[src/rtl/reg_read.sv]
// reg_read: reads a chain of 74HC165 parallel-in/serial-out shift registers.
//
// One request on i_START pulses o_PL_N low to capture the chain's parallel
// inputs. It then clocks WIDTH bits out on o_CP and presents the word on
// o_DATA, with a one-cycle o_VALID pulse.
//
// Parameters
//   WIDTH  number of bits in the chain
//   DIV    system clocks per o_CP half-period and per load pulse (>= 1)
//
// Ports
//   i_CLK     system clock, rising edge
//   i_RST_N   asynchronous active-low reset
//   i_START   read request, only looked at while idle
//   i_Q7      serial data from the last register in the chain
//   o_PL_N    parallel-load strobe, active low
//   o_CP      shift clock; the chain shifts on its rising edge
//   o_DATA    last completed read, MSB = first bit received
//   o_VALID   one-cycle pulse when o_DATA updates
//   o_BUSY    high while a read is in progress
//
// state | meaning
// ------+-------------------------------------------------------------
// IDLE  | waiting for i_START; counters held at their reload values
// LOAD  | o_PL_N low for DIV cycles
// SHIFT | WIDTH bit periods, DIV cycles o_CP low then DIV cycles high
// DONE  | one cycle; publish the shifted word and pulse o_VALID
//
// Every output is a flop fed from the current state. All outputs therefore
// trail the state by one cycle. This is where the "+1" in the
// start-to-valid latency comes from.

module reg_read #(
    parameter int WIDTH = 24,
    parameter int DIV   = 1
) (
    input  logic             i_CLK,
    input  logic             i_RST_N,
    input  logic             i_START,
    input  logic             i_Q7,
    output logic             o_PL_N,
    output logic             o_CP,
    output logic [WIDTH-1:0] o_DATA,
    output logic             o_VALID,
    output logic             o_BUSY
);

    localparam int BIT_W = $clog2(WIDTH + 1);
    localparam int PH_W  = $clog2(DIV + 1);

    localparam logic [PH_W-1:0]  PH_RELOAD  = PH_W'(DIV - 1);
    localparam logic [BIT_W-1:0] BIT_RELOAD = BIT_W'(WIDTH);

    typedef enum logic [1:0] {
        S_IDLE  = 2'd0,
        S_LOAD  = 2'd1,
        S_SHIFT = 2'd2,
        S_DONE  = 2'd3
    } state_t;

    state_t            state_q;
    state_t            state_d;
    logic [PH_W-1:0]   phase_q;   // cycles left in the current half-period, down to 0
    logic              half_q;    // 0 = o_CP low half of the bit, 1 = high half
    logic [BIT_W-1:0]  bits_q;    // bit periods still to run
    logic [WIDTH-1:0]  shreg_q;

    logic              phase_tc;
    logic              last_bit;

    logic              pl_n_d;
    logic              cp_d;
    logic              valid_d;
    logic              busy_d;

    assign phase_tc = (phase_q == '0);
    assign last_bit = (bits_q == BIT_W'(1));

    // State register
    always_ff @(posedge i_CLK or negedge i_RST_N) begin
        if (!i_RST_N) begin
            state_q <= S_IDLE;
        end else begin
            state_q <= state_d;
        end
    end

    // Next-state logic
    always_comb begin
        state_d = state_q;
        unique case (state_q)
            S_IDLE:  if (i_START) state_d = S_LOAD;
            S_LOAD:  if (phase_tc) state_d = S_SHIFT;
            S_SHIFT: if (phase_tc && half_q && last_bit) state_d = S_DONE;
            S_DONE:  state_d = S_IDLE;
            default: state_d = S_IDLE;
        endcase
    end

    // Output decode, registered below
    always_comb begin
        pl_n_d  = (state_q != S_LOAD);
        cp_d    = (state_q == S_SHIFT) && half_q;
        valid_d = (state_q == S_DONE);
        busy_d  = (state_q != S_IDLE);
    end

    // Phase and bit timers. Idle and done keep them parked at reload values,
    // so LOAD always starts with a full phase count.
    always_ff @(posedge i_CLK or negedge i_RST_N) begin
        if (!i_RST_N) begin
            phase_q <= '0;
            half_q  <= 1'b0;
            bits_q  <= '0;
        end else begin
            unique case (state_q)
                S_LOAD: begin
                    half_q <= 1'b0;
                    bits_q <= BIT_RELOAD;
                    if (phase_tc) phase_q <= PH_RELOAD;
                    else          phase_q <= phase_q - 1'b1;
                end
                S_SHIFT: begin
                    if (phase_tc) begin
                        phase_q <= PH_RELOAD;
                        half_q  <= ~half_q;
                        if (half_q) bits_q <= bits_q - 1'b1;
                    end else begin
                        phase_q <= phase_q - 1'b1;
                    end
                end
                default: begin
                    phase_q <= PH_RELOAD;
                    half_q  <= 1'b0;
                    bits_q  <= BIT_RELOAD;
                end
            endcase
        end
    end

    // Output flops and data capture. Sampling happens on the edge that
    // raises o_CP (cp_d high, o_CP still low). i_Q7 still shows the bit
    // from before that shift.
    always_ff @(posedge i_CLK or negedge i_RST_N) begin
        if (!i_RST_N) begin
            o_PL_N  <= 1'b1;
            o_CP    <= 1'b0;
            o_VALID <= 1'b0;
            o_BUSY  <= 1'b0;
            o_DATA  <= '0;
            shreg_q <= '0;
        end else begin
            o_PL_N  <= pl_n_d;
            o_CP    <= cp_d;
            o_VALID <= valid_d;
            o_BUSY  <= busy_d;
            if (cp_d && !o_CP) shreg_q <= (shreg_q << 1) | WIDTH'(i_Q7);
            if (valid_d)       o_DATA  <= shreg_q;
        end
    end

endmodule

[config.mk]
export PLATFORM = sky130hd
export DESIGN_NAME = reg_read
export DESIGN_NICKNAME = d
export VERILOG_FILES = /design/src/rtl/reg_read.sv
export SDC_FILE = /design/constraint.sdc
export NUM_CORES = 1
export LEC_CHECK = 0
export ABC_CLOCK_PERIOD_IN_PS = 1800
export BUFFER_PORTS_ARGS = -buffer_cell sky130_fd_sc_hd__buf_2
export CAP_MARGIN = 20
export CORE_MARGIN = 4
export CORE_UTILIZATION = 56
export DETAILED_ROUTE_END_ITERATION = 10
export PLACE_DENSITY = 0.78
export RECOVER_POWER = 25
export SKIP_CTS_REPAIR_TIMING = 1
export SLEW_MARGIN = 20
export SYNTH_ARGS = -nofsm -noshare
export SYNTH_HDL_FRONTEND = slang
export SYNTH_SLANG_ARGS = --single-unit
[constraint.sdc]
create_clock -name i_CLK -period 1.8 [get_ports i_CLK]
set_input_delay 0.18 -clock i_CLK [delete_from_list [all_inputs] [get_ports i_CLK]]
set_output_delay 0.18 -clock i_CLK [all_outputs]
set_load 0.01 [all_outputs]
==> summary.json, run 1 <==
{
  "synth": {
    "synth-seq-cells": 60,
    "synthMostInstantiatedCell": "dfrtp_1",
    "synthesis.area_per_instance_um2": 16.1,
    "asyncSetResetFlopFracSynth": 1.00,
    "seq_area_frac_synth": 0.605,
    "syn-num-nets": 165,
    "synth_cell_area_um2": 2480,
    "synth.lib_cells_used.distinct": 28,
    "netlist_top_cells_area": "dfrtp_1 59%, mux2_2 13%, mux2_4 12%, ha_1 3.5%, buf_12 1.6%",
    "post-synth-top-area-cell": "dfrtp_1",
    "synth_enable_flop_cells": 0,
    "post_synth_most_frequent_cells": "59 x dfrtp_1, 28 x mux2_2, 20 x mux2_4",
    "postSynth.topFlopCell": "dfrtp_1",
    "yosys_warnings": 0,
    "synthesis.instances": 154,
    "synth_top_area_share": 0.595
  },
  "clock_network": {
    "cts_made_buffers": 9,
    "cts_root_buf": "clkbuf_8",
    "h_tree_lvl_count": 3,
    "clk_pin_slew_ns": 0.06,
    "clock_insertion_delay_worst_skew_ns": 0.33,
    "tritoncts_sink_count": 60,
    "tritoncts": "built",
    "cts.path.max_buffers": 2
  },
  "timing": {
    "hold_viol": 0,
    "fin_crit_ns": 1.67,
    "max_slew.worst_pin.slew_ns": 0.675,
    "max-slew-margin-rel": 0.550,
    "finalMaxSlewViolations": 0,
    "min_period_over_period": 0.926,
    "grt_setup_unrepaired": "false",
    "setup_viol_count_final": 0,
    "max_clock_freq_mhz": 600,
    "timing.setup.tns_ns": 0,
    "clock-skew-final_ns": 0.00627
  },
  "placed_design": {
    "port-buffer-count": 31,
    "dpl.hpwl_um": 2770,
    "gp_routability_congestion": 0.732
  },
  "critical_path": {
    "worst-path-max-fanout": 24,
    "critical_path_required_ns": 2.01,
    "critical_path_class": "flop to flop",
    "cp_data_arrival_time_ns": 1.87,
    "crit_path_start_kind": "flop",
    "worst_setup_path_end_kind": "flop"
  },
  "detailed_routing": {
    "drtIter0Drc": 49,
    "avgViaCountPerCell": 5.35,
    "detail_route.wl_per_cell_um": 16.4,
    "route.detailed.drc": 0,
    "final_wirelength_um": 4070,
    "num_vias": 1328,
    "detailedRoute.firstPassIterationCount": 4,
    "postRouteAntennaNets": 0
  },
  "layout": {
    "final.fill_count": 328,
    "areaGrowthSynthToFinish_pct": 14.9,
    "finalNetCount": 205,
    "multi_input_comb_area_um2": 882,
    "final-seq-area_um2": 1500,
    "total_inserted_antenna_cells": 0,
    "layout-drive-gt1-share": 0.460
  },
  "power_and_ir_drop": {
    "switching_share": 0.213,
    "power.share.sequential": 0.556,
    "powerDensity_nw_per_um2": 883,
    "fin_total_pwr_mw": 2.52,
    "power.combinational.fraction": 0.029,
    "clock_power_share": 0.415,
    "power_leakage_nw": 1.44,
    "p_switching_uw": 538,
    "vdd_drop_max_v": 0.000552,
    "power.internal_mw": 1.98
  },
  "global_route": {
    "gr-total-overflow": 0,
    "antenna_found_initial": 0,
    "grt_first_pass_wirelength_um": 6820,
    "grt_max_degree": 36,
    "grtUsageTotal": 0.168,
    "vias_in_the_first_global_route": 1438
  },
  "floorplan": {
    "fp-row-count": 23,
    "placeableCoreArea_um2": 4140,
    "chipHeight_um": 74.6,
    "num_ports": 32,
    "die_x_um": 74.6,
    "die-area_um2": 5560,
    "initial_standard_cell_utilization_of_the_core": 0.599
  },
  "flow_run": {
    "timing.max_cap.violations": 0
  },
  "run_status": {
    "outcome": "complete, no violations"
  },
  "hold_path": {
    "worst_hold_path_type": "input pin to flop"
  }
}
-- logic make-up (layout without fill, tap and decap cells) --
kind of cell               Yosys count  in the layout  share of synthesized area
AOI/OAI and AO/OA                    8              8                     0.0227
xor gates and xnor gates             3              3                     0.0106
muxes                               48             48                      0.248
DFF                                 60             60                      0.605
buffers and inverters               14             58                     0.0383
adders and majority gates            7              7                     0.0353
and+or+nand+nor                     14             14                     0.0398
-- layer usage --
| layer | track usage | part of all wire |
|---|---|---|
| met3 | 0.0432 | 0.041 |
| met5 | 0 | 0 |
| met2 | 0.269 | 0.52 |
| met1 | 0.203 | 0.42 |
| met4 | 0.103 | 0.017 |
-- registers in the layout, summed over array words and instances (netlist names) --
register	flops
o_PL_N	1
o_VALID	1
state_q	2
o_BUSY	1
shreg_q	24
o_CP	1
half_q	1
bits_q	5
o_DATA	24
-- through the flow --
step	std cells	worst slack [ns]	utilization	hold WS [ns]	instance area (um2)
floorplan	154	0.291	-	-0.116	2480
detailed placement	232	0.197	0.648	0.221	2690
finish	248	0.133	0.688	0.0873	2850
global route	248	0.0778	0.688	0.0775	2850
global placement	232	0.273	0.648	0.212	2690
CTS	247	0.167	0.689	-0.134	2860
-- layout make-up --
cell class	instances	share of cell area
inverters	7	0.00921
flip-flops and latches	60	0.527
multi-input cells	80	0.309
well taps	50	0.0219
clock buffers	13	0.0557
clock inverters	2	0.00351
repair buffers	36	0.0733
-- worst max-delay path: stages, from the launching register on --
cell and delay (ns):
dfrtp_1 0.39, inv_1 0.11, ha_1 0.21, and2_0 0.17
nand2b_2 0.10, buf_12 0.21, mux2_2 0.37
-- final timing paths --
kind                                  from    endpoint  slack, ns  depth (start not counted)
min in group asynchronous          i_RST_N  o_DATA[11]       0.42                          2
worst min-delay path                  i_Q7  shreg_q[0]       0.09                          2
max in group asynchronous          i_RST_N  shreg_q[0]       0.78                          3
worst max-delay path            state_q[0]  shreg_q[8]       0.13                          6
worst max register to register  state_q[0]  shreg_q[8]       0.13                          6
worst min register to register  o_DATA[19]  o_DATA[19]       0.50                          1
-- layout by cell type, fill, tap and decap left out --
cell / count
o32ai_1: 1
o211a_1: 1
and2_0: 1
a21oi_1: 1
dlygate4sd3_1: 1
nor2b_1: 2
ha_1: 7
xnor2_1: 2
buf_4: 2
nand2_1: 3
clkinv_2: 2
clkbuf_8: 11
clkbuf_2: 1
xor2_1: 1
and3b_1: 1
dfrtp_1: 59
a21boi_0: 1
buf_2: 21
nor3b_2: 1
clkbuf_1: 11
and2b_2: 1
nand2b_2: 1
o32a_1: 1
buf_12: 2
nor4b_1: 1
and2_1: 2
dfstp_2: 1
o21ai_0: 3
and3_1: 1
inv_1: 7
mux2_2: 28
mux2_4: 20
-- power by group through the flow --
stage	sequential, mW	clock [mW]	combinational [mW]
final	1.40	1.04	0.0742
after global routing	1.40	1.14	0.0830
after CTS	1.40	1.07	0.0753
after detailed placement	1.42	0	0.0749
after global placement	1.42	0	0.0716
after floorplan	1.42	0	0.0370
Note: power is estimated with default switching activity, not from simulation.
==> run 2, diff against run 1 <==
--- a/config.mk
+++ b/config.mk
@@ -13,2 +13,3 @@
 export DETAILED_ROUTE_END_ITERATION = 10
+export MAX_ROUTING_LAYER = met4
 export PLACE_DENSITY = 0.78
==> constraint.sdc (replaced) <==
create_clock -name i_CLK -period 1.8 [get_ports i_CLK]
set_input_delay 0.09 -clock i_CLK [delete_from_list [all_inputs] [get_ports i_CLK]]
set_output_delay 0.09 -clock i_CLK [all_outputs]
set_load 0.01 [all_outputs]
==> run 2 against run 1 <==
Worst hold slack improved by 0.091 ns. Maximum frequency grew 2.4%. Clock skew is 0.0010 ns lower. First-iteration DRC count rose by 53%. Highest routed layer unchanged. Largest power group unchanged. Worst setup slack better by 0.039 ns. Critical path depth did not move. Sequential share of layout area down 0.21 points. Combinational power up 3%. Register-to-register slack better by 0.04 ns.
==> summary.json, run 2 (same netlist as run 1, synthesis figures left out) <==
{
  "detailed_routing": {
    "detail_route.wl_per_cell_um": 16.4,
    "final_wirelength_um": 4080,
    "detailroute.wirelength.met3_um": 157,
    "maxUsedRoutingLayer": "met4",
    "detailedRoute.firstPassIterationCount": 5,
    "avgViaCountPerCell": 5.32,
    "wl_met2_um": 2130,
    "drt-met1-wl_um": 1730,
    "num_vias": 1325,
    "drtIter0Drc": 75,
    "postRouteAntennaNets": 0,
    "route.detailed.drc": 0
  },
  "layout": {
    "areaGrowthSynthToFinish_pct": 15.3,
    "largest_registers": "o_DATA: 24 flops, shreg_q: 24 flops, bits_q: 5 flops",
    "final_area_um2": 2860,
    "fin_cells": 249,
    "layout-drive-gt1-share": 0.457,
    "total_inserted_antenna_cells": 0,
    "finalNetCount": 206,
    "commonest_non_fill_non_tap_cell_in_the_layout": "dfrtp_1",
    "highest_count_cells_in_the_layout_ignoring_fill_and_taps": "59 x dfrtp_1, 28 x mux2_2, 21 x buf_2"
  },
  "global_route": {
    "grtUsageTotal": 0.174,
    "grt_max_degree": 36,
    "antenna_found_initial": 0,
    "vias_in_the_first_global_route": 1439,
    "grt_first_pass_wirelength_um": 6840,
    "gr-total-overflow": 0
  },
  "critical_path": {
    "crit_path_start_kind": "flop",
    "critical_path.reg2reg.endpoint": "shreg_q[8]",
    "critPathMaxStageDelay_ns": 0.38,
    "critical_path_class": "flop to flop",
    "crit_path_cell_trace": "inv_1 > ha_1 > and2_4 > nand2b_2 > buf_12 > mux2_2",
    "critical_path_depth": 6,
    "worst-path-max-fanout": 24,
    "cp_data_arrival_time_ns": 1.83,
    "worstRegToRegCells": 6,
    "worst_setup_path_end_kind": "flop",
    "cpMaxStageDelayCell": "dfrtp_1",
    "reg2reg_setup_slack_ns": 0.17,
    "worstPathBufferInverterCount": 2,
    "critical_path.reg2reg.startpoint": "state_q[0]",
    "critical-path-top-delay-family": "flip-flops",
    "critical_path_required_ns": 2.00
  },
  "timing": {
    "hold_viol": 0,
    "max-slew-margin-rel": 0.596,
    "setup_viol_count_final": 0,
    "clock-skew-final_ns": 0.00522,
    "timing.setup.tns_ns": 0,
    "grt_setup_unrepaired": "false",
    "fin_worst_hold_slack_ns": 0.178,
    "finalMaxSlewViolations": 0,
    "fin_crit_ns": 1.63,
    "max_clock_freq_mhz": 614,
    "min_period_over_period": 0.904,
    "max_slew.worst_pin.slew_ns": 0.606
  },
  "clock_network": {
    "cts.path.max_buffers": 2,
    "clk_pin_slew_ns": 0.06,
    "cts_made_buffers": 9,
    "clock_insertion_delay_worst_skew_ns": 0.32,
    "tritoncts_sink_count": 60,
    "cts_root_buf": "clkbuf_8",
    "h_tree_lvl_count": 3,
    "tritoncts": "built"
  },
  "power_and_ir_drop": {
    "vdd_drop_max_v": 0.000552,
    "powerDensity_nw_per_um2": 880,
    "power_leakage_nw": 1.45
  },
  "floorplan": {
    "fp-row-count": 23,
    "die_x_um": 74.6,
    "placeableCoreArea_um2": 4140,
    "initial_standard_cell_utilization_of_the_core": 0.599,
    "num_ports": 32,
    "chipHeight_um": 74.6,
    "die-area_um2": 5560
  },
  "placed_design": {
    "place_inst": 232,
    "dpl.hpwl_um": 2770,
    "port-buffer-count": 31,
    "gp_routability_congestion": 0.741,
    "placement.cell_area_um2": 2690
  },
  "hold_path": {
    "worst_hold_path.num_cells": 4,
    "hold_path.startpoint": "i_START",
    "worstHoldEndpoint": "state_q[1]",
    "worst_hold_path_type": "input pin to flop"
  },
  "run_status": {
    "outcome": "complete, no violations"
  },
  "flow_run": {
    "timing.max_cap.violations": 0
  }
}
==> run 2: how the worst max path moves through the flow <==
stage | from | to | slack, ns
2_1_floorplan | state_q[0] | shreg_q[0] | 0.29
3_3_place_gp | state_q[0] | shreg_q[8] | 0.27
3_5_place_dp | state_q[0] | shreg_q[8] | 0.20
4_1_cts | state_q[0] | shreg_q[8] | 0.17
5_1_grt | state_q[0] | shreg_q[8] | 0.12
6_report | state_q[0] | shreg_q[8] | 0.17
==> run 2: per-stage QoR <==
stage	utilization	total power, mW	worst slack (ns)
after floorplan	-	1.45	0.291
after global placement	0.648	1.49	0.273
after detailed placement	0.648	1.50	0.197
after CTS	0.689	2.55	0.167
after global routing	0.691	2.63	0.122
final	0.691	2.52	0.172
==> run 2: layout make-up <==
cell class	count	area (um2)
Sequential cell	60	1500
Fill cell	323	1280
Tap cell	50	62.6
Clock buffer	13	159
Inverter	7	26.3
Timing Repair Buffer	37	218
Clock inverter	2	10.0
Multi-Input combinational cell	80	885
==> run 2: power breakdown <==
part	internal (mW)	switching, mW	leakage (nW)
sequential	1.38	0.0227	0.762
clock	0.563	0.481	0.0893
combinational	0.0422	0.0339	0.595
==> run 2: worst reg2reg max path: stages, from the launching register on <==
cell and delay (ns):
dfrtp_1 0.38, inv_1 0.11, ha_1 0.22, and2_4 0.14
nand2b_2 0.08, buf_12 0.21, mux2_2 0.37
==> run 2: metal layers <==
metal,vias to the layer above,GRT usage
li1,606,-
met1,682,0.205
met2,27,0.269
met3,10,0.0419
met4,0,0.103
met5,-,-
